`config.mk`:
```
export PLATFORM = sky130hd
export DESIGN_NAME = burst_read_pipeline
export DESIGN_NICKNAME = d
export VERILOG_FILES = /design/src/rtl/burst_pipeline_pkg.sv /design/src/rtl/burst_addr_counter.sv /design/src/rtl/burst_read_pipeline.sv
export SDC_FILE = /design/constraint.sdc
export NUM_CORES = 1
export LEC_CHECK = 0
export BUFFER_PORTS_ARGS = -buffer_cell sky130_fd_sc_hd__buf_4
export CORE_MARGIN = 10
export CORE_UTILIZATION = 52
export CTS_CLUSTER_DIAMETER = 150
export DETAILED_ROUTE_END_ITERATION = 7
export HOLD_SLACK_MARGIN = 0.1
export PLACE_DENSITY = 0.94
export SYNTH_ARGS = -nofsm -noshare
export SYNTH_HDL_FRONTEND = slang
export SYNTH_SLANG_ARGS = --single-unit
```
`constraint.sdc`:
```
create_clock -name clk -period 5.2 [get_ports clk]
set_input_delay 1.04 -clock clk [delete_from_list [all_inputs] [get_ports clk]]
set_output_delay 1.04 -clock clk [all_outputs]
set_load 0.03 [all_outputs]
```
`src/rtl/burst_pipeline_pkg.sv`:
```
// Shared definitions for the burst read/write pipelines: T0 counter encodings,
// the decoded T0 state and the burst-length clamp.
package burst_pipeline_pkg;

    localparam int unsigned BURST_LEN_WIDTH = 8;

    localparam logic [BURST_LEN_WIDTH-1:0] BURST_IDLE = 8'hFF;
    localparam logic [BURST_LEN_WIDTH-1:0] BURST_LAST = 8'h00;

    typedef enum logic [1:0] {
        T0_IDLE,
        T0_BURST,
        T0_LAST
    } t0_state_e;

    // Requests longer than the maximum are silently truncated to max_burst beats.
    function automatic logic [BURST_LEN_WIDTH-1:0] clamp_length(
        input logic [BURST_LEN_WIDTH-1:0] length,
        input int unsigned                max_burst
    );
        logic [BURST_LEN_WIDTH-1:0] max_m1;
        max_m1 = BURST_LEN_WIDTH'(max_burst - 1);
        return (length > max_m1) ? max_m1 : length;
    endfunction

    function automatic t0_state_e decode_count(input logic [BURST_LEN_WIDTH-1:0] count);
        if (count == BURST_IDLE) begin
            return T0_IDLE;
        end else if (count == BURST_LAST) begin
            return T0_LAST;
        end
        return T0_BURST;
    endfunction

endpackage

```
`src/rtl/burst_addr_counter.sv`:
```
// T0 stage of the burst pipelines: holds the remaining beat count and the
// current word address, and accepts a new burst when idle or on the last beat.
module burst_addr_counter
    import burst_pipeline_pkg::*;
#(
    parameter int ADDR_WIDTH       = 32,
    parameter int MAX_BURST_LENGTH = 4
) (
    input  logic                       clk,
    input  logic                       rst_n,
    input  logic                       en,
    input  logic                       load_valid,
    input  logic [ADDR_WIDTH-1:0]      load_addr,
    input  logic [BURST_LEN_WIDTH-1:0] load_length,
    output logic [BURST_LEN_WIDTH-1:0] count,
    output logic [ADDR_WIDTH-1:0]      addr,
    output logic                       valid,
    output logic                       ready
);

    t0_state_e                  state;
    logic [BURST_LEN_WIDTH-1:0] count_next;
    logic [ADDR_WIDTH-1:0]      addr_next;
    logic                       valid_next;

    always_comb begin
        state = decode_count(count);
        ready = (state == T0_IDLE) || (state == T0_LAST);
    end

    // Without a new request the counter returns to idle rather than reloading,
    // so a stale length never produces phantom beats.
    always_comb begin
        count_next = count;
        addr_next  = addr;
        valid_next = valid;
        if (en) begin
            case (state)
                T0_IDLE, T0_LAST: begin
                    addr_next = load_addr;
                    if (load_valid) begin
                        count_next = clamp_length(load_length, MAX_BURST_LENGTH);
                        valid_next = 1'b1;
                    end else begin
                        count_next = BURST_IDLE;
                        valid_next = 1'b0;
                    end
                end
                default: begin
                    count_next = count - BURST_LEN_WIDTH'(1);
                    addr_next  = addr + ADDR_WIDTH'(1);
                    valid_next = 1'b1;
                end
            endcase
        end
    end

    always_ff @(posedge clk or negedge rst_n) begin
        if (!rst_n) begin
            count <= BURST_IDLE;
            addr  <= '0;
            valid <= 1'b0;
        end else begin
            count <= count_next;
            addr  <= addr_next;
            valid <= valid_next;
        end
    end

endmodule

```
`src/rtl/burst_read_pipeline.sv`:
```
// Burst read pipeline: T0 address counter -> T1 synchronous memory read ->
// T2 output register, all stages advancing on one shared enable.
module burst_read_pipeline
    import burst_pipeline_pkg::*;
#(
    parameter int DATA_WIDTH       = 32,
    parameter int ADDR_WIDTH       = 32,
    parameter int MAX_BURST_LENGTH = 4
) (
    input  logic                  clk,
    input  logic                  rst_n,
    input  logic [ADDR_WIDTH-1:0] u_addr,
    input  logic [7:0]            u_length,
    input  logic                  u_valid,
    output logic                  u_ready,
    output logic [ADDR_WIDTH-1:0] mem_addr,
    output logic                  mem_re,
    input  logic [DATA_WIDTH-1:0] mem_rdata,
    output logic [DATA_WIDTH-1:0] d_data,
    output logic                  d_last,
    output logic                  d_valid,
    input  logic                  d_ready
);

    logic                       en;
    logic [BURST_LEN_WIDTH-1:0] t0_count;
    logic [ADDR_WIDTH-1:0]      t0_addr;
    logic                       t0_valid;
    logic                       t0_ready;
    logic                       t1_valid;
    logic                       t1_last;

    assign en = d_ready || !d_valid;

    burst_addr_counter #(
        .ADDR_WIDTH       (ADDR_WIDTH),
        .MAX_BURST_LENGTH (MAX_BURST_LENGTH)
    ) u_t0 (
        .clk         (clk),
        .rst_n       (rst_n),
        .en          (en),
        .load_valid  (u_valid),
        .load_addr   (u_addr),
        .load_length (u_length),
        .count       (t0_count),
        .addr        (t0_addr),
        .valid       (t0_valid),
        .ready       (t0_ready)
    );

    assign u_ready  = t0_ready && en;
    assign mem_addr = t0_addr;
    // Gating the read with en keeps mem_rdata matched to the beat held in T1.
    assign mem_re   = t0_valid && en;

    always_ff @(posedge clk or negedge rst_n) begin
        if (!rst_n) begin
            t1_valid <= 1'b0;
            t1_last  <= 1'b0;
        end else if (en) begin
            t1_valid <= t0_valid;
            t1_last  <= (t0_count == BURST_LAST) && t0_valid;
        end
    end

    always_ff @(posedge clk or negedge rst_n) begin
        if (!rst_n) begin
            d_valid <= 1'b0;
            d_last  <= 1'b0;
            d_data  <= '0;
        end else if (en) begin
            d_valid <= t1_valid;
            d_last  <= t1_last;
            d_data  <= mem_rdata;
        end
    end

endmodule
```
==> results of run 1 <==
metal layers:
metal | global-route usage (%) | vias to the layer above
met5 | 0 | -
met4 | 6.03 | 0
met3 | 9.03 | 26
met2 | 35.2 | 251
met1 | 24.5 | 1988
li1 | - | 1957
worst register-to-register path: cells and delay by family (launching register included):
| kind | cells | cell delay [ps] |
|---|---|---|
| buf+inv | 1 | 70 |
| compound gates | 2 | 480 |
| flops | 1 | 550 |
| simple gates | 3 | 1110 |
| fa+ha+maj | 1 | 230 |
final cells by class:
class | count | share of cell area, %
multi-input cells | 357 | 36.7
flip-flops and latches | 77 | 36.3
repair buffers | 146 | 20.5
well taps | 102 | 2.39
clock buffers | 9 | 2.32
clock inverters | 7 | 1.41
inverters | 5 | 0.352
registers in the layout, summed over array words and instances (netlist names):
name        count
u_t0.addr      32
d_valid         1
u_t0.valid      1
u_t0.count      8
d_last          1
t1_valid        1
d_data         32
t1_last         1
placed cells by master (no fill, tap or decap), types with 2 or more instances in the layout:
cell,instances
buf_4,146
nand2_1,127
dfrtp_1,69
a21oi_1,37
nand3_1,26
nor3_1,19
and3_1,13
o22a_1,13
nand4_1,12
a31oi_1,12
nor4_1,10
nor2_1,9
o21ai_0,9
clkbuf_8,9
dfstp_2,8
and2_1,7
and4_1,6
a311oi_1,6
a2bb2oi_1,6
inv_1,5
o22ai_1,5
a211oi_1,3
a41oi_1,3
o21a_1,3
o2bb2ai_1,3
ha_1,3
clkinvlp_4,3
nand2b_1,2
a311o_1,2
a21o_1,2
cell usage after synthesis, types with 2 or more instances:
cell       instances  area, um2
dfstp_2            8        210
nor4_1            10       62.6
and3_1            13       81.3
a211oi_1           3       22.5
nand2b_1           3       18.8
o21ai_0            9       45.0
dfrtp_1           69       1730
buf_6              4       45.0
and2_1             7       43.8
buf_2              6       30.0
o22ai_1            5       31.3
nand2_1          127        477
nand4_1           12       75.1
a311oi_1           6       52.6
a31oi_1           12       75.1
nand3_1           26        130
nor2_1             9       33.8
a311o_1            2       20.0
a21o_1             2       15.0
o2bb2ai_1          3       26.3
buf_1              8       30.0
and4_1             6       52.6
o22a_1            13        114
clkbuf_1          22       82.6
inv_1              5       18.8
o21a_1             3       22.5
nor3_1            19       95.1
ha_1               3       37.5
a41oi_1            3       26.3
a21oi_1           37        185
a2bb2oi_1          6       52.6
stage by stage:
step / hold WS [ps] / area [um2]
CTS: 476 / 5330
detailed placement: 450 / 5130
global route: 493 / 5330
global placement: 442 / 5130
floorplan: 435 / 4090
finish: 473 / 5330
how the worst max path moves through the flow:
stage | to | slack [ps] | cells past startpoint
after floorplan | u_ready | 2310 | 4
after global placement | u_ready | 2120 | 4
after detailed placement | u_ready | 2060 | 4
after CTS | u_ready | 1680 | 4
after global routing | u_ready | 1600 | 4
final | u_ready | 1650 | 4
cells by family after synthesis:
logic type               Yosys count  synth area share [%]
buffers and inverters             45                  5.05
adder cells (fa/ha/maj)            3                 0.918
AND/OR/NAND/NOR                  241                  27.9
AO/OA/AOI/OAI                    113                  18.8
flip-flops                        77                  47.4
report_power, final:
group	switching [mW]	total, mW	leakage, nW	internal, mW
logic	0.608	1.01	1.51	0.405
clock network	0.238	0.461	0.0918	0.223
registers	0.215	1.00	0.903	0.789
==> impl_metrics.csv, run 1 <==
group,metric,value,unit
critical_path,critPathRequiredTime,4160,ps
timing,clock.fmax,282,MHz
run,cap_violations,0,
grt,grt_pass1_vias,4030,
critical_path,cp_cell_sequence,"or4_4 -> or3_4 -> a21oi_2 -> buf_4",
drt,wirelength,12.8,mm
layout,fill_cells,603,
drt,viasPerCell,6.01,
timing,slew_violations,0,
timing,rsz0062_at_grt,"false",
critical_path,critPathKind,"flop to output port",
clock_tree,cts.sinks,77,
synthesis,syn-cell-area,0.00409,mm2
drt,num_vias,4222,
clock_tree,clockRootBuffer,"clkbuf_8",
layout,drive_gt1_share,29.8,%
drt,drtAntennaViolNets,0,
synthesis,synth-edff-count,0,
layout,register_area,0.00194,mm2
clock_tree,cts_buffer_depth,2,
synthesis,ys_async_sr_fraction,100,%
timing,period_needed,3550,ps
timing,maxSlewHeadroom,35.1,%
synthesis,synth_warnings,0,
place,dp_hpwl,8.88,mm
drt,dr.first_iter.drc_count,399,
grt,track_usage,21.2,%
critical_path,slowest_stage,"or4_4",
critical_path,r2r_end,"u_t0.addr[12]$_DFFE_PN0N_",
clock_tree,cts_setup_buffers,0,
critical_path,r2r_slack,2650,ps
layout,nets,675,
synthesis,synthCells,479,
worst_hold_path,holdCritStartpoint,"d_data[3]$_DFFE_PN0N_",
layout,multi_input_area,0.00196,mm2
timing,hold_violations,0,
timing,tightest_slew,973,ps
synthesis,synthDistinctLibCells,49,
critical_path,crit_arrival,2510,ps
grt,antenna_found_initial,0,
die,initial_core_util,53.2,%
die,pin_count,144,
timing,post-route-period-util,68.3,%
layout,fin_util,69.4,%
place,place_congestion,0.864,
drt,drcViolationCount,0,
clock_tree,htreeDepth,3,
layout,diodes,0,
synthesis,synth-seq-cells,77,
drt,wl_met3,1.65,mm
power_and_ir_drop,total_power,2.48,mW
clock_tree,clk_pin_slew,80,ps
timing,setup_tns,0,ps
layout,layout.cells.non_filler,703,
critical_path,reg2reg_from,"u_t0.count[0]$_DFFE_PN1N_",
die,die_area,0.0118,mm2
status,status,"completed",
synthesis,ys_seq_area_share,47.4,%
worst_hold_path,hold_path_end,"d_data[3]$_DFFE_PN0N_",
drt,dr.pass1.iters,6,
critical_path,reg2reg_depth,7,
drt,top_layer,"met4",
synthesis,ys.flop_type,"dfrtp_1",
synthesis,synth_nets,558,
timing,setup_viol,0,
clock_tree,clk-insertion-delay-late,350,ps
die,rows,32,
clock_tree,cts-resized-gates,0,
critical_path,startpoint,"u_t0.count[3]$_DFFE_PN1N_",
clock_tree,cts_tree,"yes",
clock_tree,cts_hold_buf,0,
grt,gr-total-overflow,0,
clock_tree,cts_made_buffers,9,
die,die_w,109,um
critical_path,worstSetupStartpointType,"flop",
timing,timing.final.ws_setup,1650,ps
worst_hold_path,holdPathStages,2,
power_and_ir_drop,ir_worst_vdd,0.313,mV
die,core_area,0.00769,mm2
die,fp.dieH,109,um
synthesis,synth.avg_cell_area,8.54,um2
critical_path,cp_slowest_stage_delay,550,ps
critical_path,cp_top_family,"simple AND/OR/NAND/NOR gates",
timing,skew,6.20,ps
critical_path,cp_num_buf_inv,1,
worst_hold_path,hold_path.class,"flop to flop",
drt,met2_length,6.20,mm
grt,grt_max_degree,89,
place,portBuffers,143,
grt,grt_pass1_wl,20.1,mm
critical_path,worstPathMaxFanout,30,
power_and_ir_drop,p_leak,2.50,nW
power_and_ir_drop,power_density,464,mW/mm2
drt,wirelength_met1,4.71,mm
drt,avgRoutedWirePerCell,18.2,um
place,dpl_worst_slack,2060,ps
layout,syn2layout_area_growth,30.4,%
critical_path,end_kind,"output port",
place,numPlacedInstances,687,
(Power assumes the default switching activity.)
==> run 2, diff against run 1 <==
--- a/config.mk
+++ b/config.mk
@@ -7,11 +7,11 @@
 export LEC_CHECK = 0
 export BUFFER_PORTS_ARGS = -buffer_cell sky130_fd_sc_hd__buf_4
 export CORE_MARGIN = 10
-export CORE_UTILIZATION = 52
+export CORE_UTILIZATION = 50
 export CTS_CLUSTER_DIAMETER = 150
 export DETAILED_ROUTE_END_ITERATION = 7
 export HOLD_SLACK_MARGIN = 0.1
-export PLACE_DENSITY = 0.94
+export PLACE_DENSITY = 0.91
 export SYNTH_ARGS = -nofsm -noshare
 export SYNTH_HDL_FRONTEND = slang
 export SYNTH_SLANG_ARGS = --single-unit
==> constraint.sdc (replaced) <==
create_clock -name clk -period 3.33 [get_ports clk]
set_input_delay 0.666 -clock clk [delete_from_list [all_inputs] [get_ports clk]]
set_output_delay 0.666 -clock clk [all_outputs]
set_load 0.03 [all_outputs]
==> run 2 against run 1 <==
Wire length is 0.31% lower. First-iteration DRC count is 7.3% lower. Die area is 3.3% higher. Critical path type unchanged. Design area is 0.12% lower. Clock skew is 5.9 ps higher. Worst setup slack worse by 1200 ps. Non-clock buffer count is 2 higher.
==> impl_metrics.csv, run 2 (same netlist as run 1, synthesis figures left out) <==
group,metric,value,unit
status,status,"completed",
drt,avgRoutedWirePerCell,18.1,um
timing,period_needed,2920,ps
clock_tree,htreeDepth,3,
critical_path,slowest_stage,"or4_4",
critical_path,cp_slowest_stage_delay,540,ps
power_and_ir_drop,ir_worst_vdd,0.523,mV
die,fp.dieH,110,um
layout,syn2layout_area_growth,30.3,%
timing,clock.fmax,342,MHz
place,dp_hpwl,8.90,mm
layout,fill_cells,652,
run,cap_violations,0,
die,die_area,0.0122,mm2
worst_hold_path,hold_path_end,"d_data[0]$_DFFE_PN0N_",
timing,post-route-period-util,87.8,%
critical_path,worstSetupStartpointType,"flop",
die,core_area,0.00785,mm2
drt,drcViolationCount,0,
drt,num_vias,4210,
layout,layout_commonest_cell,"buf_4",
layout,multi_input_area,0.00196,mm2
layout,drive_gt1_share,29.9,%
grt,antenna_found_initial,0,
timing,setup_viol,0,
timing,tightest_slew,969,ps
place,portBuffers,143,
place,place_congestion,0.925,
timing,rsz0062_at_grt,"false",
clock_tree,cts.sinks,77,
grt,track_usage,20.1,%
clock_tree,clk_pin_slew,80,ps
clock_tree,clockRootBuffer,"clkbuf_8",
worst_hold_path,holdCritStartpoint,"d_data[0]$_DFFE_PN0N_",
critical_path,reg2reg_from,"u_t0.count[0]$_DFFE_PN1N_",
drt,wirelength,12.7,mm
timing,skew,12.1,ps
die,die_w,110,um
worst_hold_path,hold_path.class,"flop to flop",
critical_path,r2r_end,"u_t0.addr[12]$_DFFE_PN0N_",
layout,nets,677,
critical_path,reg2reg_depth,8,
layout,diodes,0,
layout,register_area,0.00194,mm2
grt,grt_pass1_vias,4121,
critical_path,crit_arrival,2260,ps
timing,slew_violations,0,
grt,grt_max_degree,78,
layout,top_regs,"d_data x32, u_t0.addr x32, u_t0.count x8",
clock_tree,cts-resized-gates,0,
grt,grt_pass1_wl,20.8,mm
clock_tree,cts_setup_buffers,0,
timing,setup_tns,0,ps
critical_path,critPathKind,"flop to output port",
die,rows,32,
drt,dr.pass1.iters,5,
critical_path,worstPathMaxFanout,10,
power_and_ir_drop,p_leak,2.50,nW
grt,gr-total-overflow,0,
clock_tree,cts_buffer_depth,2,
critical_path,critPathRequiredTime,2660,ps
critical_path,end_kind,"output port",
timing,maxSlewHeadroom,35.4,%
power_and_ir_drop,total_power,3.78,mW
worst_hold_path,holdPathStages,2,
die,pin_count,144,
clock_tree,cts_made_buffers,9,
clock_tree,cts_hold_buf,0,
clock_tree,clk-insertion-delay-late,340,ps
drt,drtAntennaViolNets,0,
critical_path,cp_cell_sequence,"or4_4 -> or3_4 -> a21oi_2 -> buf_4",
die,initial_core_util,52.1,%
power_and_ir_drop,power_density,710,mW/mm2
drt,dr.first_iter.drc_count,370,
critical_path,startpoint,"u_t0.count[3]$_DFFE_PN1N_",
drt,viasPerCell,5.97,
clock_tree,cts_tree,"yes",
layout,final_cell_mix,"148 x buf_4, 127 x nand2_1, 69 x dfrtp_1, 37 x a21oi_1, 26 x nand3_1",
critical_path,r2r_slack,740,ps
timing,hold_violations,0,
==> run 2: cell count changes in the layout (fill, tap and decap cells not counted) <==
cell       delta
clkbuf_1      +1
clkbuf_8      +1
buf_4         +2
inv_6         -1
bufinv_16     -1
==> run 2: critical path, delay by kind of cell (launching register included) <==
kind / cells / cell delay [ps]
simple gates: 2 / 930
flops: 1 / 410
compound gates: 1 / 340
buf+inv: 1 / 240
==> run 2: area by class of cell <==
| cell class | count | share of cell area (%) |
|---|---|---|
| Clock buffer | 11 | 2.65 |
| Clock inverter | 5 | 0.681 |
| Inverter | 5 | 0.352 |
| Multi-Input combinational cell | 357 | 36.7 |
| Sequential cell | 77 | 36.4 |
| Tap cell | 102 | 2.40 |
| Timing Repair Buffer | 148 | 20.9 |
==> run 2: worst max-delay path by stage <==
stage / to / cells past startpoint
global route: u_ready / 4
CTS: u_ready / 4
finish: u_ready / 4
detailed placement: u_ready / 4
global placement: u_ready / 4
floorplan: u_ready / 4
==> run 2: metal layers <==
layer	global-route usage [%]	wire length (um)	share of wire, %	vias to the layer above
met4	8.64	303	2.4	0
met3	5.19	1040	8.1	27
met5	0	0	0	-
met2	32.8	6420	50	231
met1	24.5	4990	39	1989
li1	-	-	-	1963
==> run 2: stage by stage <==
stage / utilization [%] / cell area (um2) / hold WS, ps / setup WS (ps) / instances
after global placement: 65.6 / 5150 / 445 / 816 / 689
after global routing: 67.9 / 5330 / 489 / 333 / 705
after floorplan: - / 4090 / 370 / 818 / 479
final: 67.9 / 5330 / 471 / 406 / 705
after CTS: 67.9 / 5330 / 476 / 412 / 705
after detailed placement: 65.6 / 5150 / 450 / 783 / 689
==> run 2: power breakdown <==
part	internal, mW	switching (mW)	leakage [nW]	total [mW]
combinational	0.634	0.933	1.52	1.57
clock	0.291	0.354	0.0815	0.645
sequential	1.23	0.339	0.903	1.57
total	2.16	1.63	2.50	3.78
==> run 3, diff against run 2 <==
--- a/config.mk
+++ b/config.mk
@@ -6,8 +6,10 @@
 export NUM_CORES = 1
 export LEC_CHECK = 0
 export BUFFER_PORTS_ARGS = -buffer_cell sky130_fd_sc_hd__buf_4
+export CELL_PAD_IN_SITES_DETAIL_PLACEMENT = 0
+export CELL_PAD_IN_SITES_GLOBAL_PLACEMENT = 1
 export CORE_MARGIN = 10
-export CORE_UTILIZATION = 50
+export CORE_UTILIZATION = 36
 export CTS_CLUSTER_DIAMETER = 150
 export DETAILED_ROUTE_END_ITERATION = 7
 export HOLD_SLACK_MARGIN = 0.1
==> constraint.sdc (replaced) <==
create_clock -name clk -period 3.33 [get_ports clk]
set_input_delay 0.666 -clock clk [delete_from_list [all_inputs] [get_ports clk]]
set_output_delay 0.666 -clock clk [all_outputs]
set_load 0.02 [all_outputs]
==> run 3 against run 2 <==
Count of clock-buffer cells in the layout fell by 2. Sequential cell count did not move. Combinational power fell by 11%.
==> impl_metrics.csv, run 3 (same netlist as run 1, synthesis figures left out) <==
group,metric,value,unit
drt,dr.first_iter.drc_count,363,
timing,slew_violations,0,
clock_tree,htreeDepth,3,
place,dp_hpwl,9.14,mm
clock_tree,clockRootBuffer,"clkbuf_16",
status,status,"completed",
die,die_w,127,um
power_and_ir_drop,power_density,742,mW/mm2
clock_tree,cts-resized-gates,0,
clock_tree,cts_buffer_depth,2,
timing,tightest_slew,990,ps
timing,hold_violations,0,
layout,fill_cells,1049,
power_and_ir_drop,p_seq_share,38.1,%
grt,grt_pass1_vias,4120,
clock_tree,clk_pin_slew,60,ps
critical_path,reg2reg_from,"u_t0.count[0]$_DFFE_PN1N_",
clock_tree,cts_setup_buffers,0,
grt,grt_max_degree,78,
grt,track_usage,16.2,%
power_and_ir_drop,power_switching,1.51,mW
place,placed_area,0.00519,mm2
layout,nets,676,
power_and_ir_drop,clkPwrFrac,27.8,%
die,core_area,0.0110,mm2
power_and_ir_drop,intPower,2.60,mW
die,initial_core_util,37.2,%
grt,grt-busiest-layer,"met2",
critical_path,r2r_slack,790,ps
drt,wirelength,13.1,mm
timing,post-route-period-util,94.2,%
grt,grt_pass1_wl,21.7,mm
worst_hold_path,holdCritStartpoint,"d_data[28]$_DFFE_PN0N_",
clock_tree,cts_made_buffers,9,
grt,grt_use_met1,19.7,%
drt,drcViolationCount,0,
critical_path,worstPathMaxFanout,30,
layout,syn2layout_area_growth,35.4,%
clock_tree,cts.sinks,77,
timing,maxSlewHeadroom,34.0,%
power_and_ir_drop,combPwrFrac,34.0,%
layout,finish.instance_area,0.00554,mm2
layout,top_regs,"d_data x32, u_t0.addr x32, u_t0.count x8",
critical_path,crit_arrival,2470,ps
die,die_area,0.0160,mm2
power_and_ir_drop,p_leak,2.58,nW
drt,num_vias,4153,
critical_path,critPathKind,"flop to output port",
grt,gr-usage-met2,24.8,%
power_and_ir_drop,total_power,4.11,mW
critical_path,reg2reg_depth,7,
die,pin_count,144,
critical_path,critPathRequiredTime,2660,ps
critical_path,r2r_end,"u_t0.addr[10]$_DFFE_PN0N_",
drt,viasPerCell,5.60,
drt,avgRoutedWirePerCell,17.7,um
layout,diodes,0,
place,place_congestion,0.842,
layout,layout_commonest_cell,"buf_4",
place,portBuffers,143,
critical_path,startpoint,"u_t0.count[3]$_DFFE_PN1N_",
clock_tree,cts_hold_buf,0,
die,fp.dieH,127,um
grt,gr-total-overflow,0,
timing,setup_tns,0,ps
power_and_ir_drop,swShare,36.7,%
worst_hold_path,hold_path_end,"d_data[28]$_DFFE_PN0N_",
clock_tree,clk-insertion-delay-late,340,ps
clock_tree,cts_tree,"yes",
timing,skew,7.31,ps
drt,drtAntennaViolNets,0,
grt,antenna_found_initial,0,
timing,period_needed,3140,ps
layout,final_cell_mix,"147 x buf_4, 127 x nand2_1, 69 x dfrtp_1, 37 x a21oi_1, 26 x nand3_1",
worst_hold_path,holdPathStages,2,
run,cap_violations,0,
power_and_ir_drop,ir_worst_vdd,0.399,mV
die,rows,38,
timing,clock.fmax,319,MHz
timing,setup_viol,0,
worst_hold_path,hold_path.class,"flop to flop",
timing,rsz0062_at_grt,"false",
timing,holdWs,465,ps
grt,gr-usage-met3,7.21,%
critical_path,end_kind,"output port",
drt,dr.pass1.iters,5,
layout,drive_gt1_share,29.9,%
critical_path,worstSetupStartpointType,"flop",
## run 3: how the worst max path moves through the flow
stage / endpoint / slack [ps] / cells past startpoint
after detailed placement: u_ready / 540 / 4
after floorplan: u_ready / 900 / 4
after global routing: u_ready / 100 / 4
final: u_ready / 190 / 4
after CTS: u_ready / 170 / 4
after global placement: u_ready / 590 / 4
## run 3: critical path, cell delays in order, from the launching register on
cell and delay, ps:
dfstp_2 410, or4_4 540, or3_4 550, a21oi_2 410, buf_4 220
## run 3: cell type report
class	instances	area (um2)	share of cell area, %
Clock buffer	9	225	4.07
Clock inverter	7	123	2.21
Sequential cell	77	1940	35.0
Tap cell	140	175	3.16
Inverter	5	18.8	0.339
Timing Repair Buffer	147	1100	19.9
Multi-Input combinational cell	357	1960	35.3
## run 3: per-stage QoR
step                instances  utilization [%]  worst slack (ps)
floorplan                 479                -               902
global placement          726             47.3               591
detailed placement        726             47.3               535
CTS                       742             50.4               171
global route              742             50.4               100
finish                    742             50.4               193
## run 3: power by group through the flow
stage	clock network, mW	registers (mW)	logic [mW]
after floorplan	0	1.74	0.598
after global placement	0	1.56	1.39
after detailed placement	0	1.57	1.41
after CTS	1.16	1.56	1.42
after global routing	1.20	1.62	1.54
final	1.14	1.57	1.40
## run 3: routing by layer
| layer | share of wire [%] | vias to the layer above |
|---|---|---|
| li1 | - | 1962 |
| met1 | 41 | 2014 |
| met2 | 47 | 165 |
| met3 | 11 | 12 |
| met4 | 1.4 | 0 |
| met5 | 0 | - |
